### config.mk
export PLATFORM = sky130hd
export DESIGN_NAME = alu_stim_gen
export DESIGN_NICKNAME = d
export VERILOG_FILES = /design/src/rtl/alu_stim_gen.sv
export SDC_FILE = /design/constraint.sdc
export NUM_CORES = 1
export LEC_CHECK = 0
export ABC_AREA = 0
export CAP_MARGIN = 20
export CORE_MARGIN = 3
export CORE_UTILIZATION = 46
export CTS_CLUSTER_DIAMETER = 120
export DETAILED_ROUTE_END_ITERATION = 10
export GPL_TIMING_DRIVEN = 1
export HOLD_SLACK_MARGIN = 0.05
export PLACE_DENSITY = 0.83
export SKIP_CTS_REPAIR_TIMING = 1
export SYNTH_ARGS = -nofsm -noshare
export SYNTH_HDL_FRONTEND = slang
export SYNTH_SLANG_ARGS = --single-unit
export TNS_END_PERCENT = 5
### constraint.sdc
create_clock -name clk -period 2.88 [get_ports clk]
set_input_delay 0.864 -clock clk [delete_from_list [all_inputs] [get_ports clk]]
set_output_delay 0.864 -clock clk [all_outputs]
set_load 0.02 [all_outputs]
### src/rtl/alu_stim_gen.sv
// Stimulus driver and result checker for the registered 4-bit signed ALU.
// Streams LFSR operands with rotating opcodes and compares C one cycle later.
//
//   state   | meaning
//   --------+--------------------------------------------------------------
//   S_IDLE  | outputs parked at zero, waiting for start
//   S_RUN   | one vector per cycle, vec_count is the index being driven
//   S_FLUSH | no new vector; last outstanding result is compared
//   S_DONE  | one-cycle done pulse, counts held until the next start
module alu_stim_gen #(
    parameter int         NUM_VECTORS = 16,
    parameter logic [7:0] SEED        = 8'hA5
) (
    input  logic              clk,
    input  logic              reset,
    input  logic              start,
    output logic              busy,
    output logic              done,
    output logic [1:0]        Opcode,
    output logic signed [3:0] A,
    output logic signed [3:0] B,
    input  logic signed [4:0] C,
    output logic              mismatch,
    output logic [7:0]        err_count,
    output logic [7:0]        vec_count
);

    typedef enum logic [1:0] {
        S_IDLE,
        S_RUN,
        S_FLUSH,
        S_DONE
    } state_t;

    // An all-zero seed would lock the LFSR, so it is replaced by 1.
    localparam logic [7:0] SEED_EFF = (SEED == 8'h00) ? 8'h01 : SEED;
    localparam logic [7:0] LAST_IDX = 8'(NUM_VECTORS - 1);

    state_t            state;
    state_t            state_nxt;
    logic [7:0]        lfsr;
    logic [7:0]        lfsr_nxt;
    logic [4:0]        exp_c;
    logic [4:0]        exp_nxt;
    logic              exp_valid;

    function automatic logic [4:0] ref_model(input logic [1:0] op,
                                             input logic [3:0] a,
                                             input logic [3:0] b);
        logic [4:0] sa;
        logic [4:0] sb;
        sa = {a[3], a};
        sb = {b[3], b};
        case (op)
            2'b00:   return sa + sb;
            2'b01:   return sa - sb;
            2'b10:   return ~sa;
            default: return {4'b0000, |b};
        endcase
    endfunction

    assign lfsr_nxt = {lfsr[6:0], lfsr[7] ^ lfsr[5] ^ lfsr[4] ^ lfsr[3]};

    always_comb begin
        state_nxt = state;
        busy      = 1'b0;
        done      = 1'b0;
        Opcode    = 2'b00;
        A         = 4'sd0;
        B         = 4'sd0;
        case (state)
            S_IDLE: begin
                if (start) state_nxt = S_RUN;
            end
            S_RUN: begin
                busy   = 1'b1;
                Opcode = vec_count[1:0];
                A      = lfsr[3:0];
                B      = lfsr[7:4];
                if (vec_count == LAST_IDX) state_nxt = S_FLUSH;
            end
            S_FLUSH: begin
                busy      = 1'b1;
                state_nxt = S_DONE;
            end
            S_DONE: begin
                done      = 1'b1;
                state_nxt = S_IDLE;
            end
            default: state_nxt = S_IDLE;
        endcase
    end

    assign exp_nxt = ref_model(Opcode, A, B);

    always_ff @(posedge clk) begin
        if (!reset) begin
            state     <= S_IDLE;
            mismatch  <= 1'b0;
            err_count <= 8'd0;
            vec_count <= 8'd0;
            lfsr      <= SEED_EFF;
            exp_c     <= 5'd0;
            exp_valid <= 1'b0;
        end else begin
            state    <= state_nxt;
            mismatch <= 1'b0;

            if (exp_valid && (C != exp_c)) begin
                mismatch <= 1'b1;
                if (err_count != 8'hFF) err_count <= err_count + 8'd1;
            end

            case (state)
                S_IDLE: begin
                    if (start) begin
                        err_count <= 8'd0;
                        vec_count <= 8'd0;
                        lfsr      <= SEED_EFF;
                    end
                end
                S_RUN: begin
                    // Expected result travels alongside the vector into the ALU.
                    vec_count <= vec_count + 8'd1;
                    lfsr      <= lfsr_nxt;
                    exp_c     <= exp_nxt;
                    exp_valid <= 1'b1;
                end
                S_FLUSH: begin
                    exp_valid <= 1'b0;
                end
                default: ;
            endcase
        end
    end

endmodule

**Word-level counts from Yosys, hierarchy flattened**

Cells that the tools add are included.
W data, S select, Z words.

- Register bits: 33
- Input port bits: 8
- Logic and storage cells: 53

- Add/sub/neg operators: 4
- Equality and inequality tests: 10
- Muxes and demuxes: 19
- Bitwise operators: 4
- Reductions and logical operators: 9

Operators by type and width:

| operator | count |
|---|---|
| $mux W8 | 6 |
| $pmux W8 S2 | 2 |
| $add A8 B1 Y8 const B | 2 |
| $pmux W5 S3 | 1 |
| $eq A8 B4 Y1 const B | 1 |
| $mux W4 | 2 |
| $ne A8 B8 Y1 const B | 1 |
| $pmux W2 S4 | 1 |
| $eq A2 B2 Y1 const B | 3 |
| $mux W2 | 3 |
| $add A4 B4 Y5 | 1 |
| $ne A5 B5 Y1 | 1 |
| $not A5 Y5 | 1 |
| $sub A4 B4 Y5 | 1 |
| $eq A2 B1 Y1 const B | 2 |
| $logic_not A2 Y1 | 2 |
| $ne A2 B2 Y1 const B | 2 |
| $reduce_and A2 Y1 | 2 |
| $reduce_bool A2 Y1 | 2 |
| $reduce_or A4 Y1 | 1 |
| $mux W1 | 3 |
| $xor A1 B1 Y1 | 3 |
| $pmux W1 S2 | 1 |
| $reduce_or A2 Y1 | 1 |
| $logic_and A1 B1 Y1 | 1 |

**Longest topological paths before layout**

Gate-level depths: netlist (run 1).

- Word-level depth: 5
- Gate-level depth with buffers: 14
- Gate-level depth less buffers: 13

**Least setup slack after synthesis (run 1)**

OpenSTA, ideal clock, no wires.

- Kind: reg-to-reg
- Start point: register state[1]
- End point: register exp_c[3]
- Arrival: 2.725 ns
- Required time: 2.806 ns
- Path slack: 0.081 ns
- Cell stages (with the launch flop): 13
- Buffers on the path: 3
- Path through: dfxtp_1 inv_1 ha_1 buf_6 buf_2 clkbuf_1 and2_1 ha_1 nor2b_1 o21a_1 o21ai_0 or3b_2 a31oi_1

- Word-level cells in the longest chain between the ends: 4

RTL lines:

| what | RTL line | text |
|---|---|---|
| start: declaration | 39 | `state_t state;` |
| start signal: assignment | 106 | `state <= state_nxt;` |
| $eq A2 B1 Y1 * | 71 | `case (state)` |
| $mux W4 * | 71 |  |
| named net A[1] | 20 | `output logic signed [3:0] A,` |
| $sub A4 B4 Y5 or $add A4 B4 Y5 (tied branches) | 56, 55 |  |
| $pmux W5 S3 * | 54 | `case (op)` |
| end signal: assignment | 126 | `exp_c <= exp_nxt;` |
| end: declaration | 43 | `logic [4:0] exp_c;` |

The timed path passes the listed nets; every way through them passes the cells marked *.
A chain may end at the register's enable or synchronous reset.

**Final worst setup path (run 1)**

- Start point: register state[1]
- End point: output B[3]

- Word-level cells in the longest chain between the ends: 2

RTL lines:

| what | RTL line | text |
|---|---|---|
| $eq A2 B1 Y1 | 71 |  |
| $mux W4 | 71 |  |
| end: declaration | 21 | `output logic signed [3:0] B,` |

Every way passes these cells.

==> impl_metrics.csv, run 1 <==
group,metric,value,unit
status,status,"complete, no violations",
layout,drive_gt1_share,7.95,%
logic_synthesis,ys_types,47,
setup_path,r2r_setup_slack,0.25,ns
detailed_routing,final_antenna_net_count,0,
timing,setup_tns,0,ns
setup_path,critPathMaxFanout,26,
detailed_routing,route.vias.total,1672,
logic_synthesis,synth-seq-area-share,34.6,%
layout,nNetsFinal,284,
timing,rsz0062_at_grt,"true",
floorplan,pin_count,37,
cts,cts_tree,"built",
floorplan,die_x,70.4,um
setup_path,cp-start-kind,"flip-flop",
timing,min_period_over_period,97.1,%
cts,cts-root-buf,"clkbuf_8",
timing,min_period,2.80,ns
detailed_routing,avgViaCountPerCell,5.36,
setup_path,crit_slowest_cell,"clkdlybuf4s50_1",
cts,clock-sinks,33,
timing,fmax,358,MHz
timing,slew-limit-headroom,67.9,%
placement,routabilityCongestion,0.817,
layout,n_fill_cell,343,
timing,worst_pin_slew,0.478,ns
setup_path,cp.required,2.02,ns
cts,clkSlewWorstSetupHoldPaths,0.06,ns
min_path,hold_class,"flip-flop to flip-flop",
placement,dpl.cell_count,305,
logic_synthesis,synth_area_leaders,"dfxtp_1 (35%), ha_1 (7.2%), nand2_1 (4.9%), xnor2_1 (4.6%), xor2_1 (3.7%)",
setup_path,cp.arrival,1.93,ns
floorplan,fp-row-count,22,
cts,htreeDepth,2,
detailed_routing,wirelength,3.91,mm
floorplan,core_area,3830,um2
cts,ctsLongestPathBuffers,2,
detailed_routing,drt_iter0_drc,83,
run,maxCapViolCount,0,
logic_synthesis,synth_top_cell_area_share,34.6,%
floorplan,start_util,49.9,%
logic_synthesis,ys_warn_count,0,
timing,finalHoldWorstSlack,0.492,ns
detailed_routing,drtPass1Iterations,4,
floorplan,die_y,70.4,um
logic_synthesis,syn_inst,224,
logic_synthesis,async_flop_share,0,%
cts,clk_latency,0.28,ns
timing,clock_skew,0.00349,ns
placement,dp_hpwl,2.95,mm
logic_synthesis,mappedNetlistNets,244,
logic_synthesis,synth_flop_cell,"dfxtp_1",
detailed_routing,drcViolationCount,0,
power_and_ir_drop,power_density,880,nW/um2
setup_path,endpoint_kind,"output pin",
placement,port_buffers,36,
power_and_ir_drop,p_total,2.14,mW
power_and_ir_drop,power.leakage,0.996,nW
cts,numCtsBuffers,5,
logic_synthesis,synth_area,1910,um2
detailed_routing,wl_per_cell,12.5,um
floorplan,die_area,4960,um2
global_routing,grtUsageTotal,17.1,%
global_routing,grt_max_degree,27,
global_routing,grt_pass1_vias,1567,
setup_path,crit_chain,"inv_1 > ha_2 > buf_6 > and2_4 > clkdlybuf4s50_1",
logic_synthesis,synth_edf_count,0,
global_routing,grt_pass1_wl,6.90,mm
global_routing,antenna_found_initial,0,
setup_path,crit_type,"flip-flop to output pin",
power_and_ir_drop,ir_drop,0.582,mV
timing,slew_viol_final,0,
setup_path,crit_path_max_incr_delay,0.60,ns
layout,stdcell_count,312,
global_routing,grt.overflow.total,0,
layout,finish.utilization,63.5,%
layout,antenna_cells,0,
timing,timing_hold_violations_final,0,
timing,setup_viol,0,
layout,area_growth,27.2,%
logic_synthesis,ys_ff_latch,33,
logic_synthesis,synth.avg_cell_area,8.53,um2
logic_synthesis,synth_top_area_cell,"dfxtp_1",
-- routing by layer --
layer,track usage (%),vias up,part of all wire [%]
li1,-,864,-
met1,22.4,758,47
met2,26.5,45,45
met3,6.33,5,7.2
met4,3.83,0,0.87
met5,0,-,0
-- worst paths after layout --
| kind | startpoint | endpoint | cells after the start |
|---|---|---|---|
| worst min-delay path | exp_c[2] | exp_c[2] | 2 |
| worst max-delay path | state[1] | B[3] | 5 |
| worst min register to register | exp_c[2] | exp_c[2] | 2 |
| worst max register to register | state[1] | exp_c[3] | 11 |
-- kinds of logic after synthesis --
family | count (synthesis) | synth area share (%)
DFF | 33 | 34.6
adders and majority gates | 12 | 8.25
AOI/OAI and AO/OA | 56 | 19.5
xor gates and xnor gates | 18 | 8.25
muxes | 2 | 1.70
and+or+nand+nor | 84 | 23.1
buffers and inverters | 19 | 4.65
-- sequential cells by signal (all words and copies together) (netlist names) --
| signal | count |
|---|---|
| err_count | 8 |
| exp_c | 5 |
| exp_valid | 1 |
| lfsr | 8 |
| mismatch | 1 |
| state | 2 |
| vec_count | 8 |
-- layout by cell type (no fill, tap or decap), drive strengths merged, types with 4 or more instances in the layout --
cell	instances
buf	5
nor2	15
a21oi	11
nor2b	9
and2	9
inv	11
dlymetal6s2s	5
a22oi	6
o22ai	4
nand2	25
nand3	9
ha	11
xnor2	10
clkbuf	7
or3	5
clkdlybuf4s50	31
dfxtp	33
xor2	8
o21ai	15
-- power breakdown --
group,internal (mW),switching (mW)
clock,0.189,0.154
sequential,0.551,0.0859
combinational,0.529,0.630
-- Yosys cell counts, drive strengths merged, types with 6 or more instances --
cell type   n
dfxtp      33
nand2      25
nor2       15
o21ai      15
a21oi      11
ha         11
inv        11
xnor2      10
and2        9
nand3       9
nor2b       9
xor2        8
a22oi       6
-- worst max-delay path: cells and delay by family, from the launching register on --
| kind | cells | cell delay [ns] |
|---|---|---|
| DFF | 1 | 0.33 |
| adders and majority gates | 1 | 0.22 |
| and+or+nand+nor | 1 | 0.19 |
| buffers and inverters | 3 | 0.91 |
-- metrics by stage --
stage                     setup WS, ns  cell area (um2)
after global placement           0.261             2320
after CTS                      -0.0752             2410
after floorplan                 0.0810             1910
after detailed placement         0.220             2320
final                           0.0846             2430
after global routing           -0.0383             2430
-- final cells by class --
cell class	count	area, um2	area share, %
repair buffers	41	414	17.0
clock buffers	7	86.3	3.55
multi-input cells	172	1170	48.0
flip-flops and latches	33	661	27.2
well taps	48	60.1	2.47
inverters	11	41.3	1.70
Note: power is estimated with default switching activity, not from simulation.
==> inputs of run 2 (changes only) <==
--- a/config.mk
+++ b/config.mk
@@ -6,7 +6,6 @@
 export NUM_CORES = 1
 export LEC_CHECK = 0
 export ABC_AREA = 0
-export CAP_MARGIN = 20
 export CORE_MARGIN = 3
 export CORE_UTILIZATION = 46
 export CTS_CLUSTER_DIAMETER = 120
==> results of run 2 <==
Final layout, timing and power as in run 1 (identical DEF).
==> inputs of run 3 (changes only) <==
--- a/config.mk
+++ b/config.mk
@@ -7,12 +7,11 @@
 export LEC_CHECK = 0
 export ABC_AREA = 0
 export CORE_MARGIN = 3
-export CORE_UTILIZATION = 46
-export CTS_CLUSTER_DIAMETER = 120
+export CORE_UTILIZATION = 50
 export DETAILED_ROUTE_END_ITERATION = 10
 export GPL_TIMING_DRIVEN = 1
 export HOLD_SLACK_MARGIN = 0.05
-export PLACE_DENSITY = 0.83
+export PLACE_DENSITY = 0.85
 export SKIP_CTS_REPAIR_TIMING = 1
 export SYNTH_ARGS = -nofsm -noshare
 export SYNTH_HDL_FRONTEND = slang
==> constraint.sdc (replaced) <==
create_clock -name clk -period 3.65 [get_ports clk]
set_input_delay 1.095 -clock clk [delete_from_list [all_inputs] [get_ports clk]]
set_output_delay 1.095 -clock clk [all_outputs]
set_load 0.02 [all_outputs]
==> run 3 against run 2 <==
Count of clock-buffer cells in the layout did not move. Global-route usage grew 2.2 points. Register-to-register slack improved by 0.24 ns. Non-clock buffer count shrank 3. Combinational power fell by 23%. Worst setup slack gained 0.27 ns. Sequential share of layout area grew 0.37 points. Hold slack gained 0.0093 ns. Critical path depth is the same. Final area fell by 1.3%. Sequential power shrank 19%. Final cell count down 1.3%. Critical path type unchanged. Critical endpoint is now B[0].
==> impl_metrics.csv, run 3 (same netlist as run 1, synthesis figures left out) <==
group,metric,value,unit
run,maxCapViolCount,0,
cts,ctsLongestPathBuffers,2,
floorplan,die_x,67.8,um
timing,clock_skew,0.00284,ns
power_and_ir_drop,power.leakage,0.905,nW
min_path,hold_class,"flip-flop to flip-flop",
floorplan,fp-row-count,21,
power_and_ir_drop,power_density,710,nW/um2
floorplan,start_util,54.7,%
global_routing,grt_pass1_vias,1536,
layout,top_regs,"err_count x8, lfsr x8, vec_count x8",
timing,setup_viol,0,
detailed_routing,drt_iter0_drc,98,
floorplan,core_area,3490,um2
placement,dp_worst_setup_slack,0.464,ns
setup_path,crit_type,"flip-flop to output pin",
min_path,min_to,"exp_c[1]",
floorplan,die_area,4600,um2
cts,numCtsBuffers,5,
setup_path,cp.required,2.55,ns
placement,routabilityCongestion,0.808,
power_and_ir_drop,ir_drop,0.405,mV
global_routing,grtUsageTotal,19.2,%
placement,dp_hpwl,2.86,mm
layout,nNetsFinal,281,
layout,layout_common_cells,"clkdlybuf4s50_1 (36), dfxtp_1 (33), nand2_1 (25), nor2_1 (15)",
timing,min_period_over_period,90.4,%
setup_path,worst-path-buf-inv,3,
timing,setup_tns,0,ns
setup_path,r2r_setup_slack,0.49,ns
timing,fmax,303,MHz
layout,multiInputGateArea,1160,um2
power_and_ir_drop,p_total,1.70,mW
layout,area_growth,25.5,%
setup_path,crit_path_max_incr_delay,0.62,ns
global_routing,grt.overflow.total,0,
status,status,"complete, no violations",
global_routing,grt_max_degree,23,
timing,rsz0062_at_grt,"false",
setup_path,critPathMaxFanout,22,
placement,port_buffers,36,
timing,slew-limit-headroom,56.7,%
timing,worst_pin_slew,0.647,ns
cts,clk_latency,0.28,ns
cts,cts_tree,"built",
setup_path,r2r_start,"state[1]",
setup_path,endpoint_kind,"output pin",
detailed_routing,route.vias.total,1672,
setup_path,crit_family,"buffers and inverters",
cts,cts-root-buf,"clkbuf_8",
floorplan,die_y,67.8,um
timing,timing_hold_violations_final,0,
layout,n_fill_cell,279,
detailed_routing,drcViolationCount,0,
detailed_routing,avgViaCountPerCell,5.43,
cts,clock-sinks,33,
detailed_routing,wl_per_cell,12.8,um
global_routing,grt_pass1_wl,6.71,mm
layout,seq_area,661,um2
timing,finalHoldWorstSlack,0.501,ns
floorplan,pin_count,37,
min_path,hold_start,"exp_c[1]",
timing,slew_viol_final,0,
detailed_routing,drtPass1Iterations,4,
timing,setup_slack,0.352,ns
detailed_routing,wirelength,3.94,mm
cts,htreeDepth,2,
layout,antenna_cells,0,
global_routing,antenna_found_initial,0,
setup_path,crit_slowest_cell,"clkdlybuf4s50_1",
layout,drive_gt1_share,6.87,%
layout,final_common_cell,"clkdlybuf4s50_1",
setup_path,cp-start-kind,"flip-flop",
min_path,hold_path_depth,1,
setup_path,timing.rr.end,"exp_c[3]",
setup_path,cpMostUsedCell,"inv_1",
timing,min_period,3.30,ns
cts,clkSlewWorstSetupHoldPaths,0.06,ns
setup_path,cp.arrival,2.20,ns
detailed_routing,final_antenna_net_count,0,
setup_path,rr_worst_depth,11,
setup_path,crit_chain,"inv_1 > ha_1 > nand2_1 > inv_1 > clkdlybuf4s50_1",
## run 3: changes by cell type in the layout (fill, tap and decap cells not counted), sizes merged
cell           before  now
clkdlybuf4s50      31   36
dlymetal6s2s        5    0
buf                 5    2
clkinv              0    1
## run 3: per-stage QoR
step	cells	util (%)	instance area [um2]
after detailed placement	300	65.7	2300
after global placement	300	65.7	2300
after global routing	308	68.6	2400
after CTS	308	68.6	2400
final	308	68.6	2400
after floorplan	224	-	1910
## run 3: metal layers
| metal | global-route usage (%) | vias up | wire length [um] |
|---|---|---|---|
| met1 | 23.9 | 769 | 1810 |
| li1 | - | 861 | - |
| met5 | 0 | - | 0 |
| met3 | 4.93 | 5 | 184 |
| met4 | 8.44 | 0 | 42 |
| met2 | 31.3 | 37 | 1900 |
## run 3: layout make-up
type	instances	area share, %
clock inverters	1	0.209
flip-flops and latches	33	27.6
repair buffers	38	15.7
inverters	11	1.72
well taps	46	2.40
clock buffers	7	4.02
multi-input cells	172	48.4
## run 3: worst max-delay path by stage
stage                     startpoint        to  slack, ns  cells after the start
after CTS                   state[1]      B[0]       0.33                      5
final                       state[1]      B[0]       0.35                      5
after global routing        state[1]      B[0]       0.15                      5
after detailed placement    state[1]  exp_c[3]       0.46                     11
after global placement      state[1]  exp_c[3]       0.63                     11
after floorplan             state[1]  exp_c[3]       0.85                     12
## run 3: report_power, final
group          total, mW  leakage [nW]  internal (mW)  switching, mW
Clock              0.295        0.0542          0.170          0.124
Combinational      0.889         0.582          0.404          0.484
Sequential         0.518         0.268          0.435         0.0830
